## config.mk

```make
export PLATFORM = sky130hd
export DESIGN_NAME = vend_credit_fsm
export DESIGN_NICKNAME = d
export VERILOG_FILES = /design/src/rtl/vend_credit_fsm_pkg.sv /design/src/rtl/vend_credit_fsm_change_sel.sv /design/src/rtl/vend_credit_fsm.sv
export SDC_FILE = /design/constraint.sdc
export NUM_CORES = 1
export LEC_CHECK = 0
export ABC_AREA = 0
export CAP_MARGIN = 10
export CORE_ASPECT_RATIO = 0.75
export CORE_MARGIN = 8
export CORE_UTILIZATION = 41
export CTS_CLUSTER_DIAMETER = 150
export DETAILED_ROUTE_END_ITERATION = 7
export PLACE_DENSITY = 0.71
export SLEW_MARGIN = 20
export SYNTH_ARGS = -nofsm -noshare
export SYNTH_HDL_FRONTEND = slang
export SYNTH_SLANG_ARGS = --single-unit
```

## constraint.sdc

```tcl
create_clock -name clk -period 4.3 [get_ports clk]
set_clock_uncertainty 0.1 [all_clocks]
set_input_delay 1.29 -clock clk [delete_from_list [all_inputs] [get_ports clk]]
set_output_delay 1.29 -clock clk [all_outputs]
set_load 0.02 [all_outputs]
```

## src/rtl/vend_credit_fsm_pkg.sv

```systemverilog
// Shared coin codes, coin values and FSM state encodings for the vending credit path.
// Also used by the change picker and the future refund unit.
package vend_credit_fsm_pkg;

    typedef enum logic [1:0] {
        COIN_NONE    = 2'b00,
        COIN_NICKEL  = 2'b01,
        COIN_DIME    = 2'b10,
        COIN_QUARTER = 2'b11
    } coin_t;

    localparam int unsigned VAL_NICKEL  = 5;
    localparam int unsigned VAL_DIME    = 10;
    localparam int unsigned VAL_QUARTER = 25;

    typedef enum logic [1:0] {
        S_IDLE    = 2'b00,
        S_COLLECT = 2'b01,
        S_VEND    = 2'b10,
        S_CHANGE  = 2'b11
    } state_t;

    function automatic int unsigned coin_value(input logic [1:0] code);
        case (code)
            COIN_NICKEL:  return VAL_NICKEL;
            COIN_DIME:    return VAL_DIME;
            COIN_QUARTER: return VAL_QUARTER;
            default:      return 0;
        endcase
    endfunction

endpackage

```

## src/rtl/vend_credit_fsm_change_sel.sv

```systemverilog
// Greedy change picker: largest coin not exceeding the remaining credit.
// Purely combinational so a refund unit can share it.
module vend_change_sel
    import vend_credit_fsm_pkg::*;
#(
    parameter int CREDIT_W = 8
) (
    input  logic [CREDIT_W-1:0] credit,
    output coin_t               coin,
    output logic [CREDIT_W-1:0] value
);

    always_comb begin
        coin  = COIN_NICKEL;
        value = CREDIT_W'(VAL_NICKEL);
        if (credit >= CREDIT_W'(VAL_QUARTER)) begin
            coin  = COIN_QUARTER;
            value = CREDIT_W'(VAL_QUARTER);
        end else if (credit >= CREDIT_W'(VAL_DIME)) begin
            coin  = COIN_DIME;
            value = CREDIT_W'(VAL_DIME);
        end
    end

endmodule

```

## src/rtl/vend_credit_fsm.sv

```systemverilog
// Coin-credit controller: accumulates coins, pulses dispense at PRICE,
// then pays back excess (or everything on cancel) one greedy coin per cycle.
module vend_credit_fsm
    import vend_credit_fsm_pkg::*;
#(
    parameter int PRICE    = 65,
    parameter int CREDIT_W = 8
) (
    input  logic                clk,
    input  logic                rst,
    input  logic                coin_valid,
    input  logic [1:0]          coin_type,
    input  logic                cancel,
    output logic                dispense,
    output logic                change_valid,
    output logic [1:0]          change_coin,
    output logic                coin_reject,
    output logic                busy,
    output logic [CREDIT_W-1:0] credit,
    output logic [1:0]          fsm_state
);

    localparam logic [CREDIT_W-1:0] PRICE_C = CREDIT_W'(PRICE);

    // coin_valid and cancel are single-cycle strobes with no back-pressure:
    // a strobe is consumed on the rising edge it is seen, accepted or refused.
    state_t              state;
    logic                coin_accept;
    logic                coin_refuse;
    logic [CREDIT_W-1:0] credit_sum;
    logic [CREDIT_W-1:0] credit_after_vend;
    logic [CREDIT_W-1:0] credit_after_change;
    coin_t               sel_coin;
    logic [CREDIT_W-1:0] sel_value;

    vend_change_sel #(.CREDIT_W(CREDIT_W)) u_change_sel (
        .credit (credit),
        .coin   (sel_coin),
        .value  (sel_value)
    );

    assign coin_accept = coin_valid && (coin_type != COIN_NONE) && !cancel
                         && ((state == S_IDLE) || (state == S_COLLECT));
    assign coin_refuse = coin_valid && !coin_accept;

    // PRICE+20 fits in CREDIT_W, so a quarter on top of sub-PRICE credit cannot wrap.
    assign credit_sum          = credit + CREDIT_W'(coin_value(coin_type));
    assign credit_after_vend   = credit - PRICE_C;
    assign credit_after_change = credit - sel_value;

    always_ff @(posedge clk or posedge rst) begin
        if (rst) begin
            state       <= S_IDLE;
            credit      <= '0;
            dispense    <= 1'b0;
            coin_reject <= 1'b0;
        end else begin
            dispense    <= 1'b0;
            coin_reject <= coin_refuse;
            case (state)
                S_IDLE, S_COLLECT: begin
                    if (coin_accept) begin
                        credit <= credit_sum;
                        if (credit_sum >= PRICE_C) begin
                            state    <= S_VEND;
                            dispense <= 1'b1;
                        end else begin
                            state <= S_COLLECT;
                        end
                    end else if (cancel && (state == S_COLLECT)) begin
                        state <= S_CHANGE;
                    end
                end
                S_VEND: begin
                    credit <= credit_after_vend;
                    state  <= (credit_after_vend != '0) ? S_CHANGE : S_IDLE;
                end
                S_CHANGE: begin
                    credit <= credit_after_change;
                    if (credit_after_change == '0) begin
                        state <= S_IDLE;
                    end
                end
                default: state <= S_IDLE;
            endcase
        end
    end

    assign change_valid = (state == S_CHANGE);
    assign change_coin  = change_valid ? sel_coin : COIN_NONE;
    assign busy         = (state == S_VEND) || (state == S_CHANGE);
    assign fsm_state    = state;

endmodule

```

Word level (Yosys, flattened, before mapping)
Index checks and enable logic that the tools add are counted.

Logic and storage cells: 51. Output and inout port bits: 16. Register bits: 12. Input bits: 6.

Reduce and logical (&&, ||, !) cells: 15. Muxes and demuxes: 17. Equality and inequality tests: 9. Magnitude comparators: 3. Add/subtract/negate cells: 3.

Operators by type and width (count): $pmux W8 S3 (1); $mux W2 (8); $mux W8 (2); $pmux W5 S3 (1); $add A8 B8 Y8 (1); $eq A2 B2 Y1 const B (4); $ge A8 B4 Y1 const B (1); $ge A8 B5 Y1 const B (1); $ge A8 B7 Y1 const B (1); $logic_not A8 Y1 (1); $reduce_bool A8 Y1 (1); $sub A8 B7 Y8 const B (1); $sub A8 B8 Y8 (1); $pmux W2 S3 (1); $logic_and A1 B1 Y1 (5); $eq A2 B1 Y1 const B (2); $mux W4 (1); $mux W1 (3); $ne A3 B3 Y1 const B (1); $logic_not A1 Y1 (2); $logic_not A2 Y1 (1); $logic_or A1 B1 Y1 (2); $ne A2 B1 Y1 const B (1); $ne A2 B2 Y1 const B (1); 3 further kinds (3).

Longest topological paths before layout
Gate-level depths: netlist of run 1.

Depth in word-level cells: 7. Mapped depth: 14. Gate-level depth less buffers: 14.

Modules after synthesis
Synthesis of run 1 repeated with hierarchy kept, for this count alone.

Cells, all modules: 197. Area total of the unflattened synthesis: 1596.5 sq um.

By module, submodules not included: vend_credit_fsm (seq. area each 300.3 sq um, cells each 183, times used 1, area an instance 1477.7 sq um); vend_change_sel (seq. area each 0.0 sq um, cells each 14, times used 1, area an instance 118.9 sq um).

Worst setup path after synthesis of run 1
No wires, ideal clock.

Kind: register -> register. Start: reg credit[1]. End: reg state[0], in the netlist fsm_state[0]. Data required time: 4.096 ns. Data arrival time: 3.242 ns. Setup slack: 0.854 ns. Cell stages (with the launch flop): 15. Setup time: 0.104 ns. Path through: dfrtp_1 inv_1 ha_1 nand2b_1 o211a_1 nor4_1 nand2_1 ha_1 fa_1 nor2b_1 o31a_1 nand2b_1 nand3b_1 o31a_1 o311ai_1.

Longest elaborated chain between the ends: 7. Elaborated cells between the ends (all ways): 16.

Ends and longest elaborated chain: from (decl) (line vend_credit_fsm.sv:19) `output logic [CREDIT_W-1:0] credit,`; from (signal assigned) (line vend_credit_fsm.sv:63) `credit <= credit_sum;`; from (signal assigned) (line vend_credit_fsm.sv:75) `credit <= credit_after_vend;`; from (signal assigned) (line vend_credit_fsm.sv:79) `credit <= credit_after_change;`; $ge A8 B4 Y1 (line vend_credit_fsm_change_sel.sv:19) `end else if (credit >= CREDIT_W'(VAL_DIME)) begin`; $mux W4 (line vend_credit_fsm_change_sel.sv:19); $mux W8 (line vend_credit_fsm_change_sel.sv:16) `if (credit >= CREDIT_W'(VAL_QUARTER)) begin`; $sub A8 B8 Y8 (line vend_credit_fsm.sv:49) `assign credit_after_change = credit - sel_value;`; $logic_not A8 Y1 (line vend_credit_fsm.sv:80) `if (credit_after_change == '0) begin`; $ne A2 B1 Y1 (no source line); $reduce_and A2 Y1 (no source line); to (signal assigned) (line vend_credit_fsm.sv:76) `state <= (credit_after_vend != '0) ? S_CHANGE : S_IDLE;`; to (decl) (line vend_credit_fsm.sv:27) `state_t state;`.

Parallel ways exist; a longest one is shown, timed or not. A chain may end at the register's enable or synchronous reset.

Worst setup path in the final report of run 1
Start: reg credit[1]. End: out change_coin[0].

Longest elaborated chain between the ends: 4. Elaborated cells between the ends (all ways): 5.

Ends and longest elaborated chain: $ge A8 B4 Y1 (line vend_credit_fsm_change_sel.sv:19); $mux W2 (line vend_credit_fsm_change_sel.sv:19); $mux W2 * (line vend_credit_fsm_change_sel.sv:16); $mux W2 * (line vend_credit_fsm.sv:90) `assign change_coin = change_valid ? sel_coin : COIN_NONE;`; to (decl) (line vend_credit_fsm.sv:16) `output logic [1:0] change_coin,`.

Every way passes the cells marked *; elsewhere a longest branch is shown, timed or not.

==> results by group, run 1 <==
Detailed routing
  – DRC violations left: 0
  – Vias per cell: ~5.8
  – Drt first pass iters: 4
  – Per-cell routed wire length: around 16 um
  – Post-route ant nets: 0
  – Drt total wl: between 4000 and 5000 um
  – Via count: 1500
  – Initial DRC count: roughly 150

Synthesis
  – Cell Area, Synth: between 1000 and 1500 um^2
  – Most used DFF post-synth: dfrtp_1
  – Post-Syn Area per Cell: roughly 7.9 um^2
  – Synthesized instance count: 190
  – Async SR Flop Fraction: 100%
  – Yosys warning total: 0
  – Syn_nets: between 200 and 250
  – Post-synth EDFFs: 0
  – Post-synthesis register bit count: 12
  – Yosys cell types: 48
  – Seq/Total Area, Yosys: 20.1%

STA
  – Final hold vios: 0
  – Tcrit/Tclk final: roughly 90%
  – Final setup viols: 0
  – Setup_tns: 0 ns
  – Slew @ Worst Pin: ~0.55 ns
  – Max Freq: 0.252 GHz
  – RSZ-0062 raised after global routing: false
  – Slew Limit Fails: 0
  – Slew HR: a little under two thirds
  – Minimum clock period: 3.97 ns

Global route
  – Number of global-route vias before repair: between 1000 and 1500
  – Total gr overflow: 0
  – Tot GR Track Use: between 10 and 15%
  – Antenna violations before repair: 0
  – Maximum number of pins on one net before global-route repair: 26
  – First-pass GRT wire length: 6710 um

Floorplanning
  – Chip Width: between 80 and 90 um
  – Core ar.: around 3600 um^2
  – Ports: 22
  – Placement row count: 19
  – Die Area: approximately 6000 um^2
  – Die height: 68.3 um
  – Initial Util: about two fifths

Worst setup path
  – CP Max Fanout: 5
  – Worst Reg2Reg Path Length in Cells: 13
  – R2r startpoint: credit[1]
  – Flop2flop setup slack: around 0.65 ns
  – Setup crit start kind: flip-flop
  – Crit end category: output pin
  – WP data arrival: roughly 2.6 ns
  – Start-to-end type of the worst setup path: reg2out
  – Worst r2r dst: fsm_state[0]
  – Worst path required time: 2.91 ns

Place
  – Post-DP Area: about 1800 um^2
  – Detail Placement HPWL: roughly 3200 um
  – GP Congestion: 0.995
  – # port buffers: 21

CTS
  – Post-CTS setup buffer count: 0
  – Longest Clk Path Bufs: 2
  – Root Buffer: clkbuf_8
  – Clock sinks: 12
  – # hold bufs at CTS: 0
  – H-tree levels: 1
  – TritonCTS clock tree: yes
  – PostCTS Resize Cnt: 0
  – Worst-path clk slew: ~0.050 ns
  – Num CTS Buffers: 3
  – Clock Latency Late Sink: 0.25 ns

Final layout
  – Layout cells sized above 1: around 7.7%
  – Design area: roughly 1800 um^2
  – Most common cell after layout, fill and taps aside: clkdlybuf4s50_1
  – Most frequent cells in the layout: 21 x clkdlybuf4s50_1, 15 x nor2_1, 14 x ha_1
  – Final Core Density: between 50% and 60%
  – Area Growth Syn to Fin: 21.8%
  – Layout Nets: between 200 and 250
  – Number of fill cells: ~350
  – Diodes inserted: 0

Power
  – Combinational fraction of design power: around three quarters
  – Design Power: 1.72 mW
  – P_int: slightly above 800 uW
  – Clock power frac: about 7.3%
  – Worst VDD drop: between 0.5 and 0.6 mV
  – Leakage: ~0.75 nW
  – Sequential Power Share: 16.0%
  – Power Density: approximately 940 nW/um^2
  – Net Sw Frac: 51.9%
  – Sw power: around 890 uW

Worst hold path
  – WHS Endpoint: credit[2]
  – WHS Path Cells: 2
  – Hold Path Class: reg2reg
  – HP Start: credit[2]

Job
  – MaxCap Viol Count: 0

Status
  – Status: finished, final reports clean
logic make-up (layout without fill, tap and decap cells):
| family | count (synthesis) | count (layout) | share of synthesized area, % |
|---|---|---|---|
| buffers and inverters | 21 | 39 | 5.27 |
| AND/OR/NAND/NOR | 63 | 63 | 21.7 |
| flip-flops | 12 | 12 | 20.1 |
| AO/OA/AOI/OAI | 60 | 60 | 27.5 |
| XOR/XNOR | 14 | 14 | 8.19 |
| adder cells (fa/ha/maj) | 16 | 16 | 14.4 |
| multiplexers | 4 | 4 | 2.84 |
Yosys cell counts, types with 2 or more instances:
cell      number  share of area [%]
a211oi_1       4                2.0
a21o_1         3                1.5
a21oi_1       12                4.0
a221o_1        2                1.3
a31oi_1        5                2.1
and2_1         3                1.3
clkbuf_1      12                3.0
dfrtp_1       12                 20
fa_1           2                2.7
ha_1          14                 12
inv_1          8                2.0
mux2_2         2                1.5
mux2i_1        2                1.3
nand2_1       12                3.0
nand2b_1       4                1.7
nand3_1        2               0.67
nand3b_1       3                1.5
nor2_1        15                3.8
nor2b_1        5                2.1
nor3_1         8                2.7
nor4_1         3                1.3
o211ai_1       2                1.0
o21a_1         3                1.5
o21ai_0       10                3.3
o31a_1         2                1.2
o31ai_1        6                3.0
xnor2_1        9                5.3
xor2_1         5                2.9
critical path, stage by stage, from the launching register on:
cell and delay (ns):
dfrtp_1 0.37, inv_1 0.16, ha_1 0.25, nand2b_1 0.13, o211a_1 0.23, nor4_1 0.30, nand2_1 0.18, inv_1 0.13
nor2_1 0.05, clkdlybuf4s50_1 0.54
sequential cells by signal, summed over array words and instances (netlist names):
signal / cells
coin_reject: 1
fsm_state: 2
credit: 8
dispense: 1
worst max-delay path by stage:
| stage | from | endpoint | slack, ns |
|---|---|---|---|
| floorplan | credit[1] | fsm_state[0] | 0.85 |
| global placement | coin_type[0] | fsm_state[1] | 0.41 |
| detailed placement | coin_type[0] | fsm_state[1] | 0.27 |
| CTS | credit[1] | change_coin[0] | 0.31 |
| global route | credit[1] | change_coin[0] | 0.12 |
| finish | credit[1] | change_coin[0] | 0.33 |
area by class of cell:
cell class                 instances  area, um^2  share of cell area [%]
inverter                           8        30.0                    1.65
clock buffer                       4        55.1                    3.02
tap                               52        65.1                    3.57
sequential                        12         300                    16.5
multi-input combinational        157        1120                    61.3
timing repair buffer              27         255                    14.0
per-layer routing:
layer | GRT usage [%] | vias to the layer above | share of wire (%)
met1 | 20.0 | 694 | 48
met5 | 0 | - | 0
li1 | - | 735 | -
met3 | 3.84 | 5 | 10
met2 | 22.5 | 66 | 41
met4 | 3.91 | 0 | 0.87
through the flow:
stage | cells | setup slack [ns] | hold WS (ns)
2_1_floorplan | 190 | 0.854 | 0.657
3_3_place_gp | 256 | 0.409 | 0.581
3_5_place_dp | 256 | 0.273 | 0.558
4_1_cts | 260 | 0.313 | 0.576
5_1_grt | 260 | 0.124 | 0.607
6_report | 260 | 0.331 | 0.575
power by group through the flow:
stage                     clock network, mW  registers (mW)  logic, mW
after floorplan                           0           0.289      0.898
after global placement                    0           0.276       1.29
after detailed placement                  0           0.274       1.31
after CTS                             0.130           0.272       1.31
after global routing                  0.134           0.287       1.46
final                                 0.127           0.275       1.32
Power figures use the tool's default switching activity.
==> run 2, diff against run 1 <==
- CELL_PAD_IN_SITES_DETAIL_PLACEMENT: unset -> 0
- CELL_PAD_IN_SITES_GLOBAL_PLACEMENT: unset -> 1
- CORE_UTILIZATION: 41 -> 40
- PLACE_DENSITY: 0.71 -> 0.88
==> run 2 against run 1 <==
Effect of this change:
- hold slack improved by 0.057 ns
- via count decreased by 0.93%
- die area increased by 2.0%
- maximum frequency decreased by 1.2%
- global-route usage decreased by 0.14 points
- non-clock buffer count unchanged
- clock power about the same
- cell count unchanged
- sequential share of layout area unchanged
- critical path type unchanged
- power increased by 0.23%
- final area unchanged
- first-iteration DRC count decreased by 14%
==> results by group, run 2 (synthesis results as in run 1) <==
Status
  – Status: finished, final reports clean

Detailed routing
  – Vias per cell: 5.72 (-0.93%)
  – Drt total wl: 4080 um (-1.3%)
  – Per-cell routed wire length: 15.7 um (-1.3%)
  – DRC violations left: 0 (unchanged)
  – Via count: 1486 (-0.93%)
  – Initial DRC count: 126 (-14%)
  – Drt first pass iters: 4 (unchanged)
  – Post-route ant nets: 0 (unchanged)

Global route
  – Gr busiest metal: met2
  – Routing usage on met1: 19.8% (-0.19 points)
  – Grt met3 use: 5.09% (+1.3 points)
  – Maximum number of pins on one net before global-route repair: 26 (unchanged)
  – Total gr overflow: 0 (unchanged)
  – Number of global-route vias before repair: 1351 (-1.8%)
  – Antenna violations before repair: 0 (unchanged)
  – Met2 Track Usage GR: 21.7% (-0.72 points)
  – First-pass GRT wire length: 6800 um (+1.4%)
  – Tot GR Track Use: 14.5% (-0.14 points)

Worst setup path
  – Start-to-end type of the worst setup path: reg2out
  – Worst path slowest cell: clkdlybuf4s50_1
  – CP cell instances: inv_1 -> ha_1 -> nand2b_1 -> o211a_1 -> nor4_1 -> nand2_1 -> inv_1 -> nor2_1 -> clkdlybuf4s50_1
  – Crit path to: change_coin[0]
  – R2r startpoint: credit[1]
  – CP Max Fanout: 5 (unchanged)
  – Worst r2r dst: fsm_state[0]
  – WP data arrival: 2.63 ns (+0.05 ns)
  – Critical path's most frequent cell: inv_1
  – Flop2flop setup slack: 0.51 ns (-0.14 ns)
  – Worst path required time: 2.91 ns (about the same)
  – Setup crit start kind: flip-flop
  – Worst Reg2Reg Path Length in Cells: 13 (unchanged)
  – Slowest stage delay, CP: 0.54 ns (about the same)
  – Critical path startpoint: credit[1]
  – Crit end category: output pin

STA
  – Slew Limit Fails: 0 (unchanged)
  – Tcrit/Tclk final: 93.4% (+1.1 points)
  – RSZ-0062 raised after global routing: false
  – Final setup viols: 0 (unchanged)
  – Setup_tns: 0 ns (unchanged)
  – Slew HR: 62.7% (-0.95 points)
  – Max Freq: 0.249 GHz (-1.2%)
  – Slew @ Worst Pin: 0.560 ns (+0.0143 ns)
  – Final hold vios: 0 (unchanged)
  – Minimum clock period: 4.02 ns (+0.0471 ns)

Floorplanning
  – Core ar.: 3610 um^2 (+0.66%)
  – Initial Util: 41.4% (-0.27 points)
  – Die height: 69.0 um (+0.95%)
  – Ports: 22 (unchanged)
  – Chip Width: 86.6 um (+1.0%)
  – Placement row count: 19 (unchanged)
  – Die Area: 5970 um^2 (+2.0%)

Job
  – MaxCap Viol Count: 0 (unchanged)

CTS
  – PostCTS Resize Cnt: 0 (unchanged)
  – Post-CTS setup buffer count: 0 (unchanged)
  – H-tree levels: 1 (unchanged)
  – Longest Clk Path Bufs: 2 (unchanged)
  – Clock Latency Late Sink: 0.25 ns (about the same)
  – # hold bufs at CTS: 0 (unchanged)
  – Num CTS Buffers: 3 (unchanged)
  – TritonCTS clock tree: yes
  – Clock sinks: 12 (unchanged)
  – Root Buffer: clkbuf_8
  – Worst-path clk slew: 0.06 ns (about the same)

Final layout
  – Most common cell after layout, fill and taps aside: clkdlybuf4s50_1
  – Layout cells sized above 1: 7.69% (unchanged)
  – Largest reg by FF count: credit
  – Final cell count without fillers: 260 (unchanged)
  – Diodes inserted: 0 (unchanged)
  – Final Core Density: 50.5% (-0.33 points)
  – Max reg flops: 8 (unchanged)
  – Layout Nets: 231 (unchanged)
  – Area Growth Syn to Fin: 21.8% (unchanged)
  – Most frequent cells in the layout: 21 x clkdlybuf4s50_1, 15 x nor2_1, 14 x ha_1

Power
  – Leakage: 0.754 nW (about the same)
  – Worst VDD drop: 0.473 mV (-5.7%)
  – Power Density: 947 nW/um^2 (+0.23%)

Worst hold path
  – Hold Path Class: reg2reg

Place
  – # port buffers: 21 (unchanged)
  – Detail Placement HPWL: 3200 um (-0.74%)
  – GP Congestion: 0.927 (-6.8%)
  – DP Cell Count: 256 (unchanged)
## run 2: critical path: cells and delay by family, from the launching register on
family	cells	cell delay, ns
compound gates	1	0.23
fa+ha+maj	1	0.25
buf+inv	3	0.85
flops	1	0.37
simple gates	4	0.68
## run 2: worst min path at each step
stage                      start         to  slack [ns]  depth (start not counted)
floorplan              credit[2]  credit[2]        0.66                          1
global placement       credit[0]  credit[0]        0.63                          4
detailed placement  fsm_state[1]   dispense        0.64                          2
CTS                 fsm_state[1]   dispense        0.64                          2
global route        fsm_state[1]   dispense        0.70                          2
finish              fsm_state[1]   dispense        0.63                          2
## run 2: area by class of cell
class	instances	area, um^2
Multi-Input combinational cell	157	1120
Fill cell	350	1790
Clock buffer	4	55.1
Sequential cell	12	300
Timing Repair Buffer	27	255
Inverter	8	30.0
Tap cell	52	65.1
## run 2: metrics by stage
step / hold WS (ns) / setup slack, ns / instance area, um^2 / total power, mW
CTS: 0.642 / 0.269 / 1820 / 1.72
finish: 0.632 / 0.284 / 1820 / 1.73
floorplan: 0.657 / 0.854 / 1500 / 1.19
detailed placement: 0.637 / 0.294 / 1770 / 1.58
global placement: 0.628 / 0.393 / 1770 / 1.58
global route: 0.703 / 0.0573 / 1820 / 1.88
## run 2: metal layers
layer	share of wire, %	up-vias
li1	-	733
met1	49	698
met2	43	50
met3	8.0	5
met4	0.47	0
met5	0	-
## run 2: where the power goes
part | switching (mW) | internal (mW) | leakage [nW]
Combinational | 0.744 | 0.583 | 0.584
Clock | 0.0488 | 0.0812 | 0.0288
Sequential | 0.102 | 0.167 | 0.141
==> run 3, diff against run 2 <==
- SLEW_MARGIN: 20 -> 5
==> results of run 3 <==
Final layout, timing and power as in run 2 (identical DEF).
==> variant (settings of run 2) <==
`CREDIT_W` is set to 8 in 2 places; all go to 6.
--- a/src/rtl/vend_credit_fsm_change_sel.sv
+++ b/src/rtl/vend_credit_fsm_change_sel.sv
@@ -3,7 +3,7 @@
 module vend_change_sel
     import vend_credit_fsm_pkg::*;
 #(
-    parameter int CREDIT_W = 8
+    parameter int CREDIT_W = 6
 ) (
     input  logic [CREDIT_W-1:0] credit,
     output coin_t               coin,
--- a/src/rtl/vend_credit_fsm.sv
+++ b/src/rtl/vend_credit_fsm.sv
@@ -4,7 +4,7 @@
     import vend_credit_fsm_pkg::*;
 #(
     parameter int PRICE    = 65,
-    parameter int CREDIT_W = 8
+    parameter int CREDIT_W = 6
 ) (
     input  logic                clk,
     input  logic                rst,
Ports: changed (resized credit); port bits go from 22 to 20. The function was not compared with the original's and may differ.
==> variant against run 2 <==
Cell area down 19%; sequential cell count shrank 2; synthesized area is 19% lower; die area is 16% lower; wire length down 24%; utilization is 0.47 points higher; critical endpoint is now fsm_state[0]; power shrank 16%; setup slack gained 2.3 ps; critical path type is now input port to register; non-clock buffer count down 6.
==> variant: results (changes against run 2) <==
grt:
  gr-usage-met1_pct: 17.54  # -2.3 points
  met2_usage_pct: 19.24  # -2.5 points
  grt_pass1_wl_um: 5409  # -20%
  grt_pass1_vias: 1120  # -17%
  grt_max_degree: 24  # -7.7%
  grt_util_all_layers_pct: 12.96  # -1.6 points
finish:
  instances_no_fill: 207  # -20%
  largest_reg_flops: 6  # -2
  fin_nets: 192  # -17%
timing:
  tightest_slew_ps: 635.5  # +75.80 ps
placement:
  port_buffers: 19  # -9.5%
  dp.cells: 203  # -21%
  dp_hpwl_um: 2442  # -24%
  gp_congestion: 0.8684  # -6.3%
logic_synthesis:
  syn_inst: 152  # -20%
  syn_nets: 174  # -18%
  seq_area_frac_synth_pct: 20.75  # +0.68 points
  synthTopCellsByCount: "18 x nor2_1, 14 x ha_1, 11 x a21oi_1"
  synthTopCellsByArea: "dfrtp_1 21%, ha_1 15%, nor2_1 5.6%"
critical_path:
  crit_path_max_fanout: 6  # +1
  crit_arrival_ps: 4080  # +1450 ps
clock_tree:
  clk_path_buf_depth: 2  # unchanged
pwr:
  p_leak_nw: 0.6283  # -17%
detailed_routing:
  drt-initial-drc-count: 82  # -35%
  via_per_inst: 5.628  # -1.5%
  routed_wl_um: 3112  # -24%
run_status:
  status: "complete, no violations"
## variant: cell types whose count changed in the layout (fill, tap and decap cells not counted), moves of 4 or more
cell / change
nand2_1: -4
buf_4: -4
o21ai_0: -4
o31ai_1: -5
xnor2_1: -5
## variant: area by class of cell
| class | count | area (um^2) |
|---|---|---|
| multi-input combinational | 125 | 892.1 |
| inverter | 9 | 33.78 |
| timing repair buffer | 21 | 205.2 |
| clock buffer | 4 | 55.05 |
| tap | 38 | 47.55 |
| fill | 278 | 1430 |
| sequential | 10 | 250.2 |
## variant: worst max-delay path: stages
cell and delay [ps]:
clkdlybuf4s50_1 580, nor2b_1 250, ha_1 270, a211oi_1 440, or3b_2 210, nand3_1 100, nor4_1 570, o21ba_2 220
a2bb2oi_1 140
## variant: per-layer routing
layer | part of all wire [%] | up-vias
li1 | - | 586
met1 | 48 | 546
met2 | 45 | 31
met3 | 6.3 | 2
met4 | 0.32 | 0
met5 | 0 | -
## variant: where the power goes
group,switching [mW],total [mW],internal [mW]
Clock,0.0388,0.120,0.0807
Sequential,0.0877,0.224,0.137
Combinational,0.590,1.11,0.517
## variant: metrics by stage
step	setup slack, ps	hold slack (ps)	instance area (um^2)	power [mW]	util [%]
after global placement	248.6	607.9	1429	1.309	49.03
after floorplan	489.8	570.8	1206	1.013	-
after detailed placement	127.6	614.3	1429	1.319	49.03
final	286.6	615.9	1484	1.452	50.92
after CTS	302.6	623.1	1484	1.451	50.92
after global routing	56.29	654.7	1484	1.592	50.92
## variant: final timing paths
check,cells after the start,endpoint,startpoint,slack [ps]
hold / removal,2,credit[4],fsm_state[1],620
hold reg to reg,2,credit[4],fsm_state[1],620
min in group asynchronous,2,dispense,rst,1250
setup reg to reg,14,fsm_state[1],credit[0],300
setup / recovery,9,fsm_state[0],coin_type[1],290
max in group asynchronous,2,credit[0],rst,2560
## variant: cells by family after synthesis
family / Yosys count / share of synthesized area (%)
AND/OR/NAND/NOR: 54 / 22.82
AO/OA/AOI/OAI: 46 / 26.56
buffers and inverters: 17 / 5.290
adder cells (fa/ha/maj): 16 / 17.84
flip-flops: 10 / 20.75
XOR/XNOR: 8 / 5.809
multiplexers: 1 / 0.9335
